File: src/rtl/soc_system_cpu_s1_oci_dct_packer_if.sv
// Handshake and trace-observation bundle between the OCI data-trace logic and the DCT packer.
// The slave side is the packer. The master side is the code producer and the packet consumer.
interface soc_system_cpu_s1_oci_dct_packer_if #(
  parameter int SLOTS = 15
);
  logic                   trc_on;
  logic                   dct_in_valid;
  logic [1:0]             dct_in_code;
  logic                   dct_in_ready;
  logic                   flush;
  logic                   pkt_valid;
  logic [3+2*SLOTS:0]     pkt_data;
  logic                   pkt_ready;
  logic [2*SLOTS-1:0]     dct_buffer;
  logic [3:0]             dct_count;

  modport master (
    output trc_on, dct_in_valid, dct_in_code, flush, pkt_ready,
    input  dct_in_ready, pkt_valid, pkt_data, dct_buffer, dct_count
  );

  modport slave (
    input  trc_on, dct_in_valid, dct_in_code, flush, pkt_ready,
    output dct_in_ready, pkt_valid, pkt_data, dct_buffer, dct_count
  );
endinterface

File: src/rtl/soc_system_cpu_s1_oci_dct_packer.sv
// Packs 2-bit DCT codes into a SLOTS-deep shift accumulator and emits full or flushed
// buffers through a one-deep hold register, so accumulation continues while a packet waits.
module soc_system_cpu_s1_oci_dct_packer #(
  parameter int SLOTS = 15
) (
  input  logic                                 clk,
  input  logic                                 reset,
  soc_system_cpu_s1_oci_dct_packer_if.slave    bus
);
  localparam int W  = 2 * SLOTS;
  localparam int PW = 4 + W;
  localparam logic [3:0] LAST = 4'(SLOTS - 1);

  logic [W-1:0]  acc_buf_q, acc_buf_d;
  logic [3:0]    acc_cnt_q, acc_cnt_d;
  logic          pkt_valid_q, pkt_valid_d;
  logic [PW-1:0] pkt_data_q, pkt_data_d;
  logic          flush_pend_q, flush_pend_d;

  logic          in_ready;
  logic          accept;
  logic          flush_req;
  logic [W-1:0]  buf_acc;
  logic [3:0]    cnt_acc;

  always_comb begin
    // NOTE: every always_comb output gets a default first, so no path can infer a latch.
    // Ready only drops when a fill would need the occupied hold register.
    in_ready  = !bus.trc_on || !(pkt_valid_q && (acc_cnt_q == LAST));
    accept    = bus.dct_in_valid && in_ready && bus.trc_on;
    flush_req = flush_pend_q || bus.flush;

    buf_acc = acc_buf_q;
    cnt_acc = acc_cnt_q;
    if (accept) begin
      buf_acc = {acc_buf_q[W-3:0], bus.dct_in_code};
      cnt_acc = acc_cnt_q + 4'd1;
    end

    acc_buf_d    = buf_acc;
    acc_cnt_d    = cnt_acc;
    pkt_valid_d  = pkt_valid_q && !bus.pkt_ready;
    pkt_data_d   = pkt_data_q;
    flush_pend_d = flush_req;

    // A flush completes whenever the hold register is free, even if nothing is buffered.
    if (flush_req && !pkt_valid_q) flush_pend_d = 1'b0;

    // Fill and flush load the same image: count and buffer after this cycle's accept.
    if ((accept && (acc_cnt_q == LAST)) ||
        (flush_req && !pkt_valid_q && (cnt_acc != 4'd0))) begin
      pkt_data_d  = {cnt_acc, buf_acc};
      pkt_valid_d = 1'b1;
      acc_buf_d   = '0;
      acc_cnt_d   = 4'd0;
    end
  end

  // NOTE: sequential state uses non-blocking assignments so every flop samples pre-edge values.
  always_ff @(posedge clk or posedge reset) begin
    if (reset) begin
      acc_buf_q    <= '0;
      acc_cnt_q    <= 4'd0;
      pkt_valid_q  <= 1'b0;
      pkt_data_q   <= '0;
      flush_pend_q <= 1'b0;
    end else begin
      acc_buf_q    <= acc_buf_d;
      acc_cnt_q    <= acc_cnt_d;
      pkt_valid_q  <= pkt_valid_d;
      pkt_data_q   <= pkt_data_d;
      flush_pend_q <= flush_pend_d;
    end
  end

  assign bus.dct_in_ready = in_ready;
  assign bus.pkt_valid    = pkt_valid_q;
  assign bus.pkt_data     = pkt_data_q;
  assign bus.dct_buffer   = acc_buf_q;
  assign bus.dct_count    = acc_cnt_q;
endmodule

File: src/flat_wrapper.sv
// flat-port wrapper written by rule: the top's interface ports become plain ports
module soc_system_cpu_s1_oci_dct_packer_flat 
#(
  parameter int SLOTS = 15
)
  (clk, reset, bus_trc_on, bus_dct_in_valid, bus_dct_in_code, bus_flush, bus_pkt_ready, bus_dct_in_ready, bus_pkt_valid, bus_pkt_data, bus_dct_buffer, bus_dct_count);
  soc_system_cpu_s1_oci_dct_packer_if #(.SLOTS(SLOTS)) bus_i ();
  input  logic clk;
  input  logic reset;
  input wire logic [$bits(bus_i.trc_on)-1:0] bus_trc_on;
  input wire logic [$bits(bus_i.dct_in_valid)-1:0] bus_dct_in_valid;
  input wire logic [$bits(bus_i.dct_in_code)-1:0] bus_dct_in_code;
  input wire logic [$bits(bus_i.flush)-1:0] bus_flush;
  input wire logic [$bits(bus_i.pkt_ready)-1:0] bus_pkt_ready;
  output wire logic [$bits(bus_i.dct_in_ready)-1:0] bus_dct_in_ready;
  output wire logic [$bits(bus_i.pkt_valid)-1:0] bus_pkt_valid;
  output wire logic [$bits(bus_i.pkt_data)-1:0] bus_pkt_data;
  output wire logic [$bits(bus_i.dct_buffer)-1:0] bus_dct_buffer;
  output wire logic [$bits(bus_i.dct_count)-1:0] bus_dct_count;
  assign bus_i.trc_on = bus_trc_on;
  assign bus_i.dct_in_valid = bus_dct_in_valid;
  assign bus_i.dct_in_code = bus_dct_in_code;
  assign bus_i.flush = bus_flush;
  assign bus_i.pkt_ready = bus_pkt_ready;
  assign bus_dct_in_ready = bus_i.dct_in_ready;
  assign bus_pkt_valid = bus_i.pkt_valid;
  assign bus_pkt_data = bus_i.pkt_data;
  assign bus_dct_buffer = bus_i.dct_buffer;
  assign bus_dct_count = bus_i.dct_count;
  soc_system_cpu_s1_oci_dct_packer #(.SLOTS(SLOTS)) u_core (.clk(clk), .reset(reset), .bus(bus_i));
endmodule
File: config.mk
export PLATFORM = sky130hd
export DESIGN_NAME = soc_system_cpu_s1_oci_dct_packer_flat
export DESIGN_NICKNAME = d
export VERILOG_FILES = /design/src/rtl/soc_system_cpu_s1_oci_dct_packer_if.sv /design/src/rtl/soc_system_cpu_s1_oci_dct_packer.sv /design/src/flat_wrapper.sv
export SDC_FILE = /design/constraint.sdc
export NUM_CORES = 1
export LEC_CHECK = 0
export CORE_UTILIZATION = 46
export CTS_BUF_LIST = sky130_fd_sc_hd__clkbuf_8
export DETAILED_ROUTE_END_ITERATION = 10
export HOLD_SLACK_MARGIN = 0.12
export PLACE_DENSITY = 0.88
export SYNTH_ARGS = -nofsm -noshare
export SYNTH_HDL_FRONTEND = slang
export SYNTH_SLANG_ARGS = --single-unit
export TNS_END_PERCENT = 1
File: constraint.sdc
create_clock -name clk -period 2.3 [get_ports clk]
set_input_delay 0.46 -clock clk [delete_from_list [all_inputs] [get_ports clk]]
set_output_delay 0.46 -clock clk [all_outputs]
set_load 0.05 [all_outputs]
Word level (Yosys, flattened, before mapping)
Cells that the tools add are included.
W data, S select, Z words.

word-level totals
  output and inout bits = 70
  bits of input ports = 8
  logic and storage cells = 28
  flip-flop bits (word level) = 70

cells by class
  muxes and demuxes = 6
  reduce and logical (&&, ||, !) cells = 15
  equal/unequal tests = 1
  $add $sub $neg = 1

operators by type and width
  operator               number
  $mux W30               2
  $mux W4                2
  $logic_and A1 B1 Y1    7
  $add A4 B1 Y4 const B  1
  $eq A4 B4 Y1 const B   1
  $logic_not A1 Y1       4
  $reduce_bool A4 Y1     1
  $logic_or A1 B1 Y1     3
  $mux W1                2

Depth between registers and ports, before layout
Gate-level depths: netlist of the first run.

  depth in word-level cells = 11
  gate-level depth with buffers = 9
  mapped depth without buffers = 7

Worst setup path before layout of the first run
No wires, ideal clock.

  path type = reg2reg
  start point = reg u_core.acc_cnt_q[0], in the netlist u_core.bus.dct_count[0]
  end point = reg u_core.pkt_data_q[22], in the netlist u_core.bus.pkt_data[22]
  library setup time = 0.125 ns
  buffers on the path = 1
  period minus slack after synthesis = 2.402 ns
  cell stages (with the launch flop) = 9
  arrival time = 2.277 ns
  setup slack = -0.102 ns
  data required time = 2.175 ns
  cells stage by stage = dfrtp_1 > inv_1 > ha_1 > and4_1 > nor4b_2 > o21ba_4 > o21ai_2 > buf_6 > mux2_4

between the ends
  word-level cells in the longest chain between the ends = 10
  elaborated cells on any way between the ends = 13
  those cells by class = add/sub: 1; eq/ne: 1; mux: 2; reduce/logical: 9

ends and longest elaborated chain
  element                           line                                                                            RTL
  start: declaration                soc_system_cpu_s1_oci_dct_packer.sv:15                                          logic [3:0] acc_cnt_q, acc_cnt_d;
  start signal: assignment          soc_system_cpu_s1_oci_dct_packer.sv:69                                          acc_cnt_q <= acc_cnt_d;
  $eq A4 B4 Y1                      soc_system_cpu_s1_oci_dct_packer.sv:29, soc_system_cpu_s1_oci_dct_packer.sv:50
  $logic_and A1 B1 Y1               soc_system_cpu_s1_oci_dct_packer.sv:29                                          in_ready = !bus.trc_on || !(pkt_valid_q && (acc_cnt_q == LAST));
  $logic_not A1 Y1                  soc_system_cpu_s1_oci_dct_packer.sv:29
  $logic_or A1 B1 Y1                soc_system_cpu_s1_oci_dct_packer.sv:29
  $logic_and A1 B1 Y1 (2 in a row)  soc_system_cpu_s1_oci_dct_packer.sv:30                                          accept = bus.dct_in_valid && in_ready && bus.trc_on;
  $mux W4                           soc_system_cpu_s1_oci_dct_packer.sv:35                                          if (accept) begin
  $reduce_bool A4 Y1                soc_system_cpu_s1_oci_dct_packer.sv:51                                          (flush_req && !pkt_valid_q && (cnt_acc != 4'd0))) begin
  $logic_and A1 B1 Y1               soc_system_cpu_s1_oci_dct_packer.sv:51
  $logic_or A1 B1 Y1                soc_system_cpu_s1_oci_dct_packer.sv:50                                          if ((accept && (acc_cnt_q == LAST)) ||
  end signal: assignment            soc_system_cpu_s1_oci_dct_packer.sv:71                                          pkt_data_q <= pkt_data_d;
  end: declaration                  soc_system_cpu_s1_oci_dct_packer.sv:17                                          logic [PW-1:0] pkt_data_q, pkt_data_d;

Several ways; a longest one is shown, not always the timed one.
A chain may end at the register's enable or synchronous reset.

Worst setup path after layout of the first run
  start point = reg u_core.acc_cnt_q[0], in the netlist u_core.bus.dct_count[0]
  end point = reg u_core.pkt_data_q[15], in the netlist u_core.bus.pkt_data[15]

Same word-level chain as after synthesis.

==> impl_metrics.csv, run 1 <==
group,metric,value,unit
clocking,clk_latency,0.34,ns
placed_design,gp_congestion,0.7664,
clocking,clock_sinks,70,
timing,setup-violations-final,0,
synthesis,syn-num-nets,241,
layout,final_cell_mix,"76 x clkdlybuf4s50_1, 69 x dfrtp_1, 34 x mux2i_1",
global_routing,grt_pass1_vias,2216,
floorplanning,io_pins,78,
clocking,cts_tree,"built",
detailed_routing,final_antenna_net_count,0,
clocking,clk_pin_slew,0.08,ns
global_routing,overflow,0,
floorplanning,die_area,0.006964,mm²
layout,syn2layout_area_growth,40.71,%
layout,final_layout_size_suffix_gt1_share,20.06,%
detailed_routing,drt_iter0_drc,67,
detailed_routing,wl_per_cell,15.46,µm
global_routing,antenna_found_initial,0,
setup_path,cpMostUsedCell,"buf_12",
pwr,total_leakage_power,2.070,nW
layout,fillers,478,
timing,tightest_slew,0.6252,ns
setup_path,cp-start-kind,"flip-flop",
synthesis,ys_seq_area_share,57.40,%
synthesis,syn_area,0.003052,mm²
outcome,status,"completed",
layout,fin_area,0.004294,mm²
layout,nets,334,
min_path,hp-class,"input port to asynchronous set/reset pin",
synthesis,postSynthCellCount,231,
timing,slew_viol_final,0,
timing,max_freq,458.2,MHz
timing,relSlewSlack,57.88,%
synthesis,synth.distinct_cells,31,
detailed_routing,drc,0,
timing,hold_slack,0.3092,ns
detailed_routing,vias,2041,
placed_design,place_inst,390,
clocking,cts_resized,0,
synthesis,synth-seq-cells,70,
setup_path,arrival,2.44,ns
timing,clock_skew,0.007529,ns
timing,min_period,2.183,ns
layout,final_common_cell,"clkdlybuf4s50_1",
clocking,htree_num_levels,3,
setup_path,worst_path_largest_cell_delay,0.44,ns
clocking,clock_path_buffers,2,
global_routing,grt_pass1_wl,10750,µm
floorplanning,fp.dieH,83.45,µm
synthesis,yosysWarnings,0,
job,maxCapViolCount,0,
detailed_routing,drt-vias-per-instance,5.027,
global_routing,grt_max_degree,67,
clocking,cts_buffers,9,
detailed_routing,drt_wl_total,6275,µm
setup_path,critPathSlowestCell,"dfrtp_2",
timing,finalHoldViolations,0,
setup_path,path_cells,"inv_1, ha_1, and4_1, nor4b_4, o21ba_4, o21ai_4, buf_12, buf_12, mux2i_1",
setup_path,end_kind,"flip-flop",
placed_design,placed_area,0.004039,mm²
layout,fin_util,67.24,%
clocking,cts-hold-fix-buffers,0,
clocking,cts_root_buf,"clkbuf_8",
timing,rsz0062_at_grt,"false",
pwr,power.density,1131,mW/mm²
layout,diodes,0,
setup_path,cp_max_fo,15,
floorplanning,num_rows,29,
floorplanning,start_util,47.79,%
floorplanning,core,0.006386,mm²
detailed_routing,drt_pre_antenna_iters,4,
setup_path,worst-setup-path-type,"flip-flop to flip-flop",
global_routing,grt_usage,19.92,%
pwr,max-vdd-ir-drop,0.8733,mV
timing,tns,0,ns
placed_design,io_buffers,77,
floorplanning,die_w,83.45,µm
setup_path,worstPathRequired,2.56,ns
clocking,cts_setup_buffers,0,
timing,finalCritPeriodShare,94.90,%
placed_design,hpwl,4514,µm
layout,stdcell_count,406,
synthesis,synth.avg_cell_area,13.21,µm²
-- Yosys cell counts --
library cell | instances | area, µm²
a2111oi_0 | 1 | 8.760
a21oi_1 | 3 | 15.01
a31oi_1 | 1 | 6.260
and2_1 | 19 | 118.9
and3b_1 | 1 | 8.760
and4_1 | 1 | 8.760
buf_2 | 1 | 5.000
buf_4 | 3 | 22.52
buf_6 | 5 | 56.30
clkbuf_2 | 1 | 5.000
dfrtp_1 | 70 | 1752
ha_1 | 2 | 25.02
inv_1 | 20 | 75.07
mux2_1 | 2 | 22.52
mux2_2 | 13 | 146.4
mux2_4 | 15 | 225.2
mux2i_1 | 34 | 340.3
nand2_1 | 4 | 15.01
nand2b_1 | 1 | 6.260
nand3_1 | 1 | 5.000
nand4_1 | 1 | 6.260
nor2_1 | 19 | 71.32
nor2b_1 | 2 | 12.51
nor4b_2 | 1 | 15.01
o21a_1 | 1 | 7.510
o21ai_0 | 4 | 20.02
o21ai_2 | 1 | 8.760
o21ba_4 | 1 | 16.27
o311ai_0 | 1 | 8.760
xnor2_1 | 1 | 8.760
xor2_1 | 1 | 8.760
-- metal layers --
metal | track usage, % | vias up | share of wire [%]
met3 | 5.836 | 12 | 4.9
met5 | 0 | - | 0
met1 | 23.32 | 1014 | 42
met4 | 8.937 | 0 | 1.9
li1 | - | 957 | -
met2 | 33.98 | 58 | 51
-- sequential cells by signal, indices dropped and copies added (netlist names) --
register / flops
u_core.bus.pkt_valid: 1
u_core.bus.dct_count: 4
u_core.flush_pend_q: 1
u_core.bus.dct_buffer: 30
u_core.bus.pkt_data: 34
-- cells by family after synthesis --
kind of cell,after synthesis,synth area share (%)
adder cells (fa/ha/maj),2,0.8199
multiplexers,64,24.07
XOR/XNOR,2,0.5741
flip-flops,70,57.40
buffers and inverters,30,5.370
AO/OA/AOI/OAI,13,2.993
AND/OR/NAND/NOR,50,8.774
-- power by group --
group          total [mW]  internal (mW)  switching (mW)
registers            1.57           1.41           0.156
clock network        1.21          0.748           0.463
logic                2.08          0.857            1.22
total                4.86           3.02            1.84
-- worst paths after layout --
check | depth (start not counted) | slack, ns | endpoint | start
min | 2 | 0.31 | u_core.bus.dct_buffer[5]$_DFF_PP0_ | reset
min in group clk | 1 | 0.52 | u_core.bus.pkt_data[25]$_DFFE_PP0P_ | u_core.bus.pkt_data[25]$_DFFE_PP0P_
max in group asynchronous | 3 | 1.42 | u_core.bus.pkt_data[25]$_DFFE_PP0P_ | reset
min reg2reg | 1 | 0.52 | u_core.bus.pkt_data[25]$_DFFE_PP0P_ | u_core.bus.pkt_data[25]$_DFFE_PP0P_
max | 9 | 0.12 | u_core.bus.pkt_data[15]$_DFFE_PP0P_ | u_core.bus.dct_count[0]$_DFF_PP0_
max reg2reg | 9 | 0.12 | u_core.bus.pkt_data[15]$_DFFE_PP0P_ | u_core.bus.dct_count[0]$_DFF_PP0_
-- per-stage QoR --
stage                     power (mW)  worst slack (ns)
after floorplan                2.942          -0.08437
after global placement         3.631           -0.1030
after detailed placement       3.677           -0.1424
after CTS                      4.895           0.07848
after global routing           5.071           0.02878
final                          4.858            0.1174
-- worst max-delay path: cells and delay by family (launching register included) --
kind | cells | cell delay (ns)
and+or+nand+nor | 2 | 0.56
adders and majority gates | 1 | 0.23
buffers and inverters | 3 | 0.41
DFF | 1 | 0.44
muxes | 1 | 0.18
AOI/OAI and AO/OA | 2 | 0.27
-- final cells by class --
cell class	instances	area, µm²	area share (%)
clock buffers	10	137.6	3.205
clock inverters	6	108.9	2.535
inverters	20	75.07	1.748
multi-input cells	131	1155	26.89
flip-flops and latches	70	1753	40.82
well taps	77	96.34	2.244
repair buffers	92	968.4	22.55
Note: power is estimated with default switching activity, not from simulation.
==> inputs of run 2 (changes only) <==
Settings changed: ABC_CLOCK_PERIOD_IN_PS set to 2300.
==> results of run 2 <==
Same layout as run 1: the final DEF is identical, and so are final timing and power.
